**src/rtl/mem_port_arbiter_pkg.sv**
```systemverilog
// Shared constants for the memory port arbiter: FSM state encoding,
// address-mux select values and counter width.
package mem_port_arbiter_pkg;

    typedef enum logic [1:0] {
        IDLE    = 2'd0,
        BUSY_IF = 2'd1,
        BUSY_D  = 2'd2
    } state_e;

    localparam logic SEL_PC   = 1'b0;
    localparam logic SEL_DATA = 1'b1;

    localparam int unsigned CNT_W = 4;

    // Increment that sticks at the ceiling instead of wrapping.
    function automatic logic [CNT_W-1:0] sat_inc(input logic [CNT_W-1:0] v,
                                                 input logic [CNT_W-1:0] ceil);
        return (v >= ceil) ? ceil : v + 1'b1;
    endfunction

endpackage

```
**src/rtl/mem_port_arbiter.sv**
```systemverilog
// Arbitrates the shared memory port between instruction fetch and data access,
// sequencing fixed-latency transactions with data priority and an IF starvation guard.
module mem_port_arbiter
    import mem_port_arbiter_pkg::*;
#(
    parameter int unsigned MEM_LATENCY = 2,
    parameter int unsigned MAX_CONSEC  = 4
) (
    input  logic clk,
    input  logic rst,
    input  logic if_req,
    input  logic d_req,
    input  logic d_we,
    output logic sel,
    output logic mem_en,
    output logic mem_we,
    output logic if_done,
    output logic d_done,
    output logic busy
);

    localparam logic [CNT_W-1:0] LAST_CNT   = CNT_W'(MEM_LATENCY - 1);
    localparam logic [CNT_W-1:0] CONSEC_MAX = CNT_W'(MAX_CONSEC);

    state_e           state_q, state_d;
    logic [CNT_W-1:0] cnt_q, cnt_d;
    logic [CNT_W-1:0] consec_q, consec_d;
    logic             wr_q, wr_d;

    logic final_cycle;
    logic arbitrate;
    logic if_elig;
    logic d_elig;
    logic d_wins;

    always_comb begin
        // NOTE: every signal written here gets a default first, so no path leaves it unassigned (no latch).
        state_d  = state_q;
        cnt_d    = cnt_q;
        consec_d = consec_q;
        wr_d     = wr_q;

        final_cycle = (state_q != IDLE) && (cnt_q == LAST_CNT);
        arbitrate   = (state_q == IDLE) || final_cycle;

        // The requester finishing this cycle still holds its req; it must not re-win immediately.
        if_elig = if_req && !(final_cycle && state_q == BUSY_IF);
        d_elig  = d_req  && !(final_cycle && state_q == BUSY_D);
        d_wins  = d_elig && !(if_elig && consec_q == CONSEC_MAX);

        if (arbitrate) begin
            cnt_d = '0;
            if (d_wins) begin
                state_d  = BUSY_D;
                wr_d     = d_we;
                consec_d = if_elig ? sat_inc(consec_q, CONSEC_MAX) : '0;
            end else if (if_elig) begin
                state_d  = BUSY_IF;
                consec_d = '0;
            end else begin
                state_d  = IDLE;
            end
        end else begin
            cnt_d = cnt_q + 1'b1;
        end
    end

    // Outputs are registered from the next state so they are glitch-free and
    // cleared by the asynchronous reset together with the state.
    always_ff @(posedge clk or negedge rst) begin
        if (!rst) begin
            state_q  <= IDLE;
            cnt_q    <= '0;
            consec_q <= '0;
            wr_q     <= 1'b0;
            sel      <= SEL_PC;
            mem_en   <= 1'b0;
            mem_we   <= 1'b0;
            if_done  <= 1'b0;
            d_done   <= 1'b0;
            busy     <= 1'b0;
        end else begin
            // NOTE: non-blocking assignments so all registers update from pre-edge values.
            state_q  <= state_d;
            cnt_q    <= cnt_d;
            consec_q <= consec_d;
            wr_q     <= wr_d;
            sel      <= (state_d == BUSY_D) ? SEL_DATA : SEL_PC;
            mem_en   <= (state_d != IDLE);
            busy     <= (state_d != IDLE);
            mem_we   <= (state_d == BUSY_D) && wr_d;
            if_done  <= (state_d == BUSY_IF) && (cnt_d == LAST_CNT);
            d_done   <= (state_d == BUSY_D)  && (cnt_d == LAST_CNT);
        end
    end

endmodule
```
**config.mk**
```make
export PLATFORM = sky130hd
export DESIGN_NAME = mem_port_arbiter
export DESIGN_NICKNAME = d
export VERILOG_FILES = /design/src/rtl/mem_port_arbiter_pkg.sv /design/src/rtl/mem_port_arbiter.sv
export SDC_FILE = /design/constraint.sdc
export NUM_CORES = 1
export LEC_CHECK = 0
export BUFFER_PORTS_ARGS = -buffer_cell sky130_fd_sc_hd__buf_2
export CAP_MARGIN = 5
export CORE_MARGIN = 2
export CORE_UTILIZATION = 40
export CTS_CLUSTER_DIAMETER = 200
export CTS_CLUSTER_SIZE = 12
export DETAILED_ROUTE_END_ITERATION = 7
export SYNTH_ARGS = -nofsm -noshare
export SYNTH_HDL_FRONTEND = slang
export SYNTH_SLANG_ARGS = --single-unit
```
**constraint.sdc**
```tcl
create_clock -name clk -period 1.9 [get_ports clk]
set_input_delay 0.095 -clock clk [delete_from_list [all_inputs] [get_ports clk]]
set_output_delay 0.095 -clock clk [all_outputs]
set_load 0.01 [all_outputs]
```
==> results of run 1 <==
metrics by stage:
stage / cell area [um^2] / instances
6_report: 1001 / 124
5_1_grt: 1001 / 124
4_1_cts: 988.4 / 123
3_5_place_dp: 942.2 / 118
3_3_place_gp: 942.2 / 118
2_1_floorplan: 863.3 / 84
sequential cells by signal (all words and copies together) (netlist names):
| register | cells |
|---|---|
| busy | 1 |
| state_q | 2 |
| consec_q | 4 |
| cnt_q | 4 |
| mem_we | 1 |
| d_done | 1 |
| if_done | 1 |
| wr_q | 1 |
| sel | 1 |
final cells by class:
class,count,area (um^2),area share [%]
multi-input combinational,59,429.2,42.88
timing repair buffer,15,90.09,9.000
tap,27,33.78,3.375
inverter,3,11.26,1.125
clock buffer,4,36.28,3.625
sequential,16,400.4,40.00
power by group through the flow:
| stage | logic, W | registers, W | clock network, W |
|---|---|---|---|
| after floorplan | 0.000548 | 0.000591 | 0 |
| after global placement | 0.000728 | 0.000630 | 0 |
| after detailed placement | 0.000733 | 0.000632 | 0 |
| after CTS | 0.000738 | 0.000625 | 0.000232 |
| after global routing | 0.000836 | 0.000645 | 0.000246 |
| final | 0.000732 | 0.000616 | 0.000221 |
worst paths after layout:
kind,from,to,slack [ps],cells after the start
worst min-delay path,d_we,mem_we,40,2
max in group asynchronous,rst,state_q[1],1400,2
worst max register to register,cnt_q[1],consec_q[2],70,6
worst min register to register,wr_q,mem_we,500,1
worst max-delay path,cnt_q[1],consec_q[2],70,6
min in group asynchronous,rst,cnt_q[2],240,2
timing repair:
item                                   4_1_cts  5_1_grt
setup endpoints to repair                    0        2
hold buffers                                 1        0
endpoints found under the hold margin       16        0
setup buffers                                0        1
gates resized for setup                      0        2
synthesized netlist by cell type (2+ instances only):
master and n:
a22o_1 2, nor2_1 10, a21oi_1 4, nand4b_1 2, nand2_1 4, ha_1 4, clkbuf_1 4, inv_1 3
dfrtp_1 16, o32a_1 2, o21ai_0 4, nand3_1 2, nand2b_1 2, o22a_1 2, mux2_2 3
kinds of logic (layout without fill, tap and decap cells):
group                    Yosys count  after routing  synth area share [%]
AO/OA/AOI/OAI                     21             21                 18.84
multiplexers                       3              3                 3.913
flip-flops                        16             16                 46.38
adder cells (fa/ha/maj)            4              4                 5.797
buffers and inverters              9             22                 4.492
XOR/XNOR                           2              2                 2.029
AND/OR/NAND/NOR                   29             29                 18.55
layer usage:
metal	vias up	GRT usage, %	part of all wire, %
met3	0	2.679	3.8
met2	10	21.71	45
met1	338	20.53	51
met5	-	0	0
met4	0	5.405	0
li1	330	-	-
critical path, stage by stage (launching register included):
cell,delay [ps]
dfrtp_1,400
inv_1,70
ha_2,170
or3b_4,380
a41o_1,210
a221o_1,310
o22a_1,190
==> results.txt, run 1 <==
CTS tree - yes
Post-synth EDFFs - 0
Leading cell type in the layout, fill and taps excluded - dfrtp_1
DRT Wirelength - 1516 um
Asr flop ratio synth - 100.0%
Final core area utilization - 50.00%
Dpl ws - 60.15 ps
Layout cells sized above 1 - 28.87%
Fillers - 191
Min cycle time layout - 1828 ps
Core Rows - 16
Clock Tree Buf Depth - 2
Final setup fails - 0
Gr ovfl total - 0
Psw - 0.0005904 W
Maxcap violations - 0
Clock sink count - 16
CP required - 2080 ps
Antenna Cells - 0
Largest net degree at the start of global routing - 17
Worst hold-check path type - primary input to register
Post-route DRC violation count - 0
Tot GR Track Use - 14.41%
Max H-tree Level - 1
Post-route total power - 0.001569 W
Height of the die - 50.46 um
Max-slew violation count - 0
Actual slew at the worst max-slew pin - 431.8 ps
Initial Util - 43.13%
YS warnings - 0
Max-slew headroom - 71.21%
Worst setup SP type - register
Nets - 107
Int Power - 0.0009788 W
Synthesized area - 863.3 um^2
Unrepaired setup endpoints after global routing - no
Global-route wire length before repair - 2794 um
Cell Pwr Density - 1568 nW/um^2
CP Class - register to register
Type of destination of the critical path - register
Setup slack after layout - 71.62 ps
IO Pins - 11
Buffers on Ports - 10
Antenna viol nets, final - 0
Max rail drop VDD - 811.8 uV
Top cells by area, synth - dfrtp_1 (46%), ha_1 (5.8%), nor2_1 (4.3%), mux2_2 (3.9%), a21oi_1 (2.3%)
WHS - 39.29 ps
Commonest cells after routing, fill and taps aside - dfrtp_1 (16), nor2_1 (10), buf_2 (10)
GPL Wtd Cong - 0.8227
Number of DRC markers in iteration 0 - 13
Syn_nets - 93
Die ar. - 2546 um^2
TritonCTS Buffers - 3
Syn_area_per_cell - 10.28 um^2
Clk pin slew, worst setup/hold paths - 90 ps
Vias in the first global route - 619
DIE WIDTH - 50.46 um
Status - finished, final reports clean
Vias per Instance - 5.468
Sequential fraction of the synthesis area - 46.38%
Post-synthesis cell type count - 35
Pleak - 0.4504 nW
Final TNS setup - 0 ps
Comb power frac - 46.7%
Clock group share of total power - 14.1%
F_max - 546.9 MHz
Worst Path Arrival - 2010 ps
Synth Register Bits - 16
Endpoints failing hold - 0
Top_reg_cell synth - dfrtp_1
Syn Inst Count - 84
Core Box Area - 2002 um^2
WL/cell - 12.23 um
Clock skew - 1.918 ps
P&R area growth vs syn - 15.94%
Root Driver - clkbuf_4
Sequential share of power - 39.3%
Post-detail-place hpwl - 1116 um
Switching share of power - 37.62%
Initial antenna violation count - 0
Area leader, netlist - dfrtp_1
Post-synth top area share - 46.38%
Critical Path Fanout Max - 3
Worst-Skew Late Latency - 280 ps
Drt pass-1 iters - 5
Final critical-path share of the clock period - 96.23%
Vias - 678
Power figures use the tool's default switching activity.
==> run 2, diff against run 1 <==
==> constraint.sdc (replaced) <==
create_clock -name clk -period 2.3 [get_ports clk]
set_input_delay 0.115 -clock clk [delete_from_list [all_inputs] [get_ports clk]]
set_output_delay 0.115 -clock clk [all_outputs]
set_load 0.01 [all_outputs]
==> results.txt, run 2 (same netlist as run 1, synthesis figures left out) <==
DRT Wirelength - 1564 um (+3.2%)
Comb power frac - 44.6% (-2.1 points)
Fillers - 194 (+1.6%)
Max rail drop VDD - 548.8 uV (-32%)
Root Driver - clkbuf_4
Number of DRC markers in iteration 0 - 21 (+8)
Clock Tree Buf Depth - 2 (unchanged)
Height of the die - 50.46 um (unchanged)
Post-route total power - 0.001281 W (-18%)
Psw - 0.0005008 W (-15%)
WL/cell - 12.93 um (+5.7%)
Post-route DRC violation count - 0 (unchanged)
Pleak - 0.4362 nW (-3.2%)
Layout Cells excl Fill - 121 (-2.4%)
Clock sink count - 16 (unchanged)
CTS tree - yes
Setup Buffers After CTS - 0 (unchanged)
F_max - 516.2 MHz (-5.6%)
Sequential share of power - 41.0% (+1.7 points)
Clock skew - 7.432 ps (+5.514 ps)
Unrepaired setup endpoints after global routing - no
Endpoints failing hold - 0 (unchanged)
Vias - 658 (-2.9%)
Min cycle time layout - 1937 ps (+108.7 ps)
Core Box Area - 2002 um^2 (unchanged)
Drt pass-1 iters - 4 (-1)
Max-slew violation count - 0 (unchanged)
Max H-tree Level - 1 (unchanged)
Post-detail-place hpwl - 1117 um (about the same)
Worst Path Arrival - 2120 ps (+110 ps)
Maxcap violations - 0 (unchanged)
Int Power - 0.0007804 W (-20%)
Final setup fails - 0 (unchanged)
Largest regs - cnt_q: 4 flops, consec_q: 4 flops, state_q: 2 flops
Clock group share of total power - 14.5% (+0.4 points)
CP Class - register to register
Die ar. - 2546 um^2 (unchanged)
Multi-input gate area - 424.2 um^2 (-1.2%)
CP required - 2480 ps (+400 ps)
Initial antenna violation count - 0 (unchanged)
Layout cells sized above 1 - 24.47% (-4.4 points)
Type of destination of the critical path - register
Buffers on Ports - 10 (unchanged)
Critical Path Fanout Max - 7 (+4)
Vias in the first global route - 597 (-3.6%)
Final critical-path share of the clock period - 84.22% (-12 points)
Actual slew at the worst max-slew pin - 456.9 ps (+25.13 ps)
Tot GR Track Use - 14.37% (-0.045 points)
Switching share of power - 39.09% (+1.5 points)
Register Area - 400.4 um^2 (unchanged)
Worst-Skew Late Latency - 280 ps (about the same)
Status - finished, final reports clean
Antenna viol nets, final - 0 (unchanged)
Cell Pwr Density - 1316 nW/um^2 (-16%)
IO Pins - 11 (unchanged)
Antenna Cells - 0 (unchanged)
Vias per Instance - 5.438 (-0.54%)
Max-slew headroom - 69.54% (-1.7 points)
TritonCTS Buffers - 3 (unchanged)
Final TNS setup - 0 ps (unchanged)
Clk pin slew, worst setup/hold paths - 100 ps (about the same)
Commonest cells after routing, fill and taps aside - dfrtp_1 (16), nor2_1 (10), buf_2 (10)
Post-Place Cells - 116 (-1.7%)
DIE WIDTH - 50.46 um (unchanged)
Leading cell type in the layout, fill and taps excluded - dfrtp_1
Nets - 104 (-2.8%)
Worst hold-check path type - primary input to register
Worst setup SP type - register
Core Rows - 16 (unchanged)
Global-route wire length before repair - 2739 um (-2.0%)
P&R area growth vs syn - 12.75%
Gr ovfl total - 0 (unchanged)
Initial Util - 43.13% (unchanged)
Largest net degree at the start of global routing - 17 (unchanged)
GPL Wtd Cong - 0.7955 (-3.3%)
[run 2: cell types whose count changed in the layout (fill, tap and decap cells not counted)]
cell    previous run  this run
or3b_4             1         0
or3b_1             0         1
ha_2               1         0
buf_4              4         1
ha_1               3         4
[run 2: worst paths after layout]
| path | depth (start not counted) | endpoint | slack, ps | startpoint |
|---|---|---|---|---|
| worst max-delay path | 6 | consec_q[2] | 360 | cnt_q[1] |
| worst min-delay path | 2 | mem_we | 60 | d_we |
| worst max register to register | 6 | consec_q[2] | 360 | cnt_q[1] |
| worst min register to register | 1 | mem_we | 520 | wr_q |
| max in group asynchronous | 2 | consec_q[0] | 1770 | rst |
| min in group asynchronous | 2 | sel | 260 | rst |
[run 2: area by class of cell]
type                       instances  share of cell area, %
clock buffer                       4                  3.728
inverter                           3                  1.157
multi-input combinational         59                  43.57
sequential                        16                  41.13
tap                               27                  3.470
timing repair buffer              12                  6.941
[run 2: power by group through the flow]
stage / clock [W] / combinational [W] / sequential [W]
3_5_place_dp: 0 / 0.000571 / 0.000529
2_1_floorplan: 0 / 0.000453 / 0.000488
5_1_grt: 0.000210 / 0.000657 / 0.000544
4_1_cts: 0.000191 / 0.000576 / 0.000523
6_report: 0.000185 / 0.000571 / 0.000525
3_3_place_gp: 0 / 0.000564 / 0.000524
[run 2: timing repair]
action	CTS	global route
endpoints found under the hold margin	16	0
gates resized for setup	0	0
hold buffers	1	0
[run 2: metrics by stage]
step                cell area (um^2)  utilization, %  setup slack [ps]  hold WS, ps
floorplan                      863.3               -             427.8       -180.6
global placement               927.1           46.31             395.3        51.61
detailed placement             927.1           46.31             358.4        49.50
CTS                            973.4           48.63             353.3        48.99
global route                   973.4           48.63             232.2        45.17
finish                         973.4           48.63             362.9        56.59
[run 2: critical path, stage by stage (launching register included)]
cell     delay [ps]
dfrtp_1         400
inv_1            60
ha_1            150
or3b_1          460
a41o_1          240
a221o_1         330
o22a_1          190
[run 2: per-layer routing]
layer  GRT usage [%]  wire (um)  share of wire (%)
met5               0          0                  0
met4           5.405          0                  0
met3           2.679         61                3.9
met2           20.83        716                 46
met1           21.18        786                 50
==> run 3, diff against run 2 <==
--- a/config.mk
+++ b/config.mk
@@ -5,6 +5,7 @@
 export SDC_FILE = /design/constraint.sdc
 export NUM_CORES = 1
 export LEC_CHECK = 0
+export ABC_AREA = 1
 export BUFFER_PORTS_ARGS = -buffer_cell sky130_fd_sc_hd__buf_2
 export CAP_MARGIN = 5
 export CORE_MARGIN = 2
==> constraint.sdc (replaced) <==
create_clock -name clk -period 1.88 [get_ports clk]
set_input_delay 0.094 -clock clk [delete_from_list [all_inputs] [get_ports clk]]
set_output_delay 0.094 -clock clk [all_outputs]
set_load 0.01 [all_outputs]
==> results.txt, run 3 <==
Status - finished, final reports clean
Largest net degree at the start of global routing - 17 (unchanged)
Clock Tree Buf Depth - 2 (unchanged)
Maxcap violations - 0 (unchanged)
Met1 usage - 18.91% (-2.3 points)
Synthesized area - 837.1 um^2 (-3.0%)
Core Rows - 16 (unchanged)
Initial antenna violation count - 0 (unchanged)
DRT Wirelength - 1340 um (-14%)
Area leader, netlist - dfrtp_1
Buffers on Ports - 10 (unchanged)
Switching share of power - 43.60% (+4.5 points)
Post-route DRC violation count - 0 (unchanged)
Comb power frac - 46.8% (+2.2 points)
Gr ovfl total - 0 (unchanged)
Worst hold-check path type - primary input to register
Max-slew violation count - 0 (unchanged)
Final TNS setup - 0 ps (unchanged)
Sequential share of power - 37.8% (-3.2 points)
Syn_area_per_cell - 8.905 um^2 (-13%)
Worst setup SP type - register
Met3 Use GR - 4.545% (+1.9 points)
WL/cell - 9.926 um (-23%)
Core Box Area - 1962 um^2 (-2.0%)
Initial Util - 42.67% (-0.46 points)
Clock sink count - 16 (unchanged)
Asr flop ratio synth - 100.0% (unchanged)
CP Class - register to register
Worst flop-to-flop path startpoint - cnt_q[1]
Psw - 0.0006520 W (+30%)
TritonCTS Buffers - 3 (unchanged)
Min cycle time layout - 1455 ps (-482.4 ps)
Worst-Skew Late Latency - 290 ps (about the same)
Most common cell in the netlist - nand2_1
Leading cell type in the layout, fill and taps excluded - nand2_1
CTS tree - yes
Max H-tree Level - 1 (unchanged)
Global-route wire length before repair - 2490 um (-9.1%)
Post-synth top area share - 47.83% (+1.5 points)
Critical Path Fanout Max - 4 (-3)
R2R depth - 9 (+3)
Multi-input gate area - 369.1 um^2 (-13%)
Final critical-path share of the clock period - 77.38% (-6.8 points)
Layout cells sized above 1 - 27.78% (+3.3 points)
Max rail drop VDD - 920.0 uV (+68%)
Worst setup startpoint - cnt_q[1]
Antenna Cells - 0 (unchanged)
Reg-to-reg endpoint - consec_q[1]
Pleak - 0.5260 nW (+21%)
Antenna viol nets, final - 0 (unchanged)
Max-slew headroom - 77.04% (+7.5 points)
Drt pass-1 iters - 3 (-1)
Post-route total power - 0.001495 W (+17%)
Die ar. - 2475 um^2 (-2.8%)
Worst Path Arrival - 1640 ps (-480 ps)
YS warnings - 0 (unchanged)
Type of destination of the critical path - register
Height of the die - 49.75 um (-1.4%)
Syn_nets - 103 (+11%)
Clock group share of total power - 15.3% (+0.8 points)
GRT met2 Usage - 19.56% (-1.3 points)
Top cells by area, synth - dfrtp_1 (48%), nand2_1 (9.0%), inv_1 (6.3%), ha_1 (6.0%), nand3_2 (6.0%)
Hold Startpoint - d_we
Synth Register Bits - 16 (unchanged)
GPL Wtd Cong - 0.7819 (-1.7%)
Syn Inst Count - 94 (+12%)
Tot GR Track Use - 13.28% (-1.1 points)
Clk pin slew, worst setup/hold paths - 100 ps (about the same)
F_max - 687.4 MHz (+33%)
CP required - 2060 ps (-420 ps)
Commonest cells post-synth - nand2_1 (20), dfrtp_1 (16), inv_1 (14), nor2_1 (11)
Fillers - 209 (+7.7%)
Root Driver - clkbuf_4
Vias - 591 (-10%)
P&R area growth vs syn - 14.65%
Post-detail-place hpwl - 1040 um (-6.9%)
Busiest grt layer - met2
Actual slew at the worst max-slew pin - 344.4 ps (-112.6 ps)
Clock skew - 7.041 ps (-0.3912 ps)
Largest regs - cnt_q: 4 flops, consec_q: 4 flops, state_q: 2 flops
Nets - 118 (+13%)
WHS Endpoint - wr_q
Cell Pwr Density - 1558 nW/um^2 (+18%)
Post-cts sizing count - 0 (unchanged)
Int Power - 0.0008434 W (+8.1%)
Top_reg_cell synth - dfrtp_1
Cells on Worst Hold Path - 5 (+3)
Vias per Instance - 4.378 (-19%)
Number of DRC markers in iteration 0 - 4 (-81%)
Register Area - 400.4 um^2 (unchanged)
Reg-to-reg slack, setup - 430 ps (+60 ps)
DIE WIDTH - 49.75 um (-1.4%)
Post-synth EDFFs - 0 (unchanged)
Final setup fails - 0 (unchanged)
Sequential fraction of the synthesis area - 47.83% (+1.5 points)
IO Pins - 11 (unchanged)
Post-synthesis cell type count - 17 (-51%)
Commonest cells after routing, fill and taps aside - nand2_1 (20), dfrtp_1 (16), inv_1 (14)
Unrepaired setup endpoints after global routing - no
Endpoints failing hold - 0 (unchanged)
Vias in the first global route - 576 (-3.5%)
## run 3: changes by cell type after synthesis, sizes merged, moves of 3 or more
cell	previous run	this run
inv	3	16
clkbuf	4	0
nand2	4	24
nor2	10	15
mux2	3	0
a21oi	4	0
o21ai	4	1
nor3	1	4
nand3	2	10
## run 3: critical path: stages (launching register included)
cell and delay [ps]:
dfrtp_1 410, inv_1 60, ha_1 210, nand2_4 90, nor2_2 140, nor2_4 60
nand2_1 110, nand2_1 120, nand2_1 90, nand2_1 50
## run 3: power groups by stage
stage | Clock (W) | Combinational [W] | Sequential [W]
2_1_floorplan | 0 | 0.000546 | 0.000581
3_3_place_gp | 0 | 0.000702 | 0.000570
3_5_place_dp | 0 | 0.000707 | 0.000574
4_1_cts | 0.000237 | 0.000715 | 0.000568
5_1_grt | 0.000257 | 0.000818 | 0.000585
6_report | 0.000229 | 0.000701 | 0.000565
## run 3: worst max-delay path by stage
stage             endpoint  slack (ps)  cells after the start
5_1_grt        consec_q[1]         290                      9
3_5_place_dp   consec_q[1]         430                      8
3_3_place_gp        mem_we         460                      8
6_report       consec_q[1]         430                      9
4_1_cts        consec_q[1]         400                      8
2_1_floorplan       d_done         570                      9
## run 3: per-stage QoR
| stage | area [um^2] | util (%) | hold slack [ps] | setup slack (ps) | std cells |
|---|---|---|---|---|---|
| finish | 959.7 | 48.92 | 156.7 | 425.3 | 135 |
| global route | 959.7 | 48.92 | 183.2 | 289.5 | 135 |
| CTS | 959.7 | 48.92 | 161.2 | 403.7 | 135 |
| detailed placement | 913.4 | 46.56 | 24.35 | 435.0 | 130 |
| global placement | 913.4 | 46.56 | 22.38 | 463.9 | 130 |
| floorplan | 837.1 | - | -201.6 | 566.6 | 94 |
## run 3: timing repair
item / CTS / global route
buffers inserted: 0 / 0
hold endpoints to repair: 16 / 0
hold buffers: 1 / 0
## run 3: cell type report
cell class	count	share of cell area, %
clock buffers	4	3.781
inverters	16	6.258
multi-input cells	61	38.46
flip-flops and latches	16	41.72
well taps	27	3.520
repair buffers	11	6.258
## run 3: cell families (layout without fill, tap and decap cells)
group / Yosys count / in the layout / synth area share (%)
fa+ha+maj: 4 / 4 / 5.979
xor+xnor: 1 / 1 / 1.047
simple gates: 55 / 55 / 35.13
buf+inv: 17 / 31 / 8.072
flops: 16 / 16 / 47.83
compound gates: 1 / 1 / 1.944
## run 3: routing by layer
layer,share of wire [%],vias up
met3,3.9,0
li1,-,315
met5,0,-
met4,0,0
met2,46,10
met1,50,266
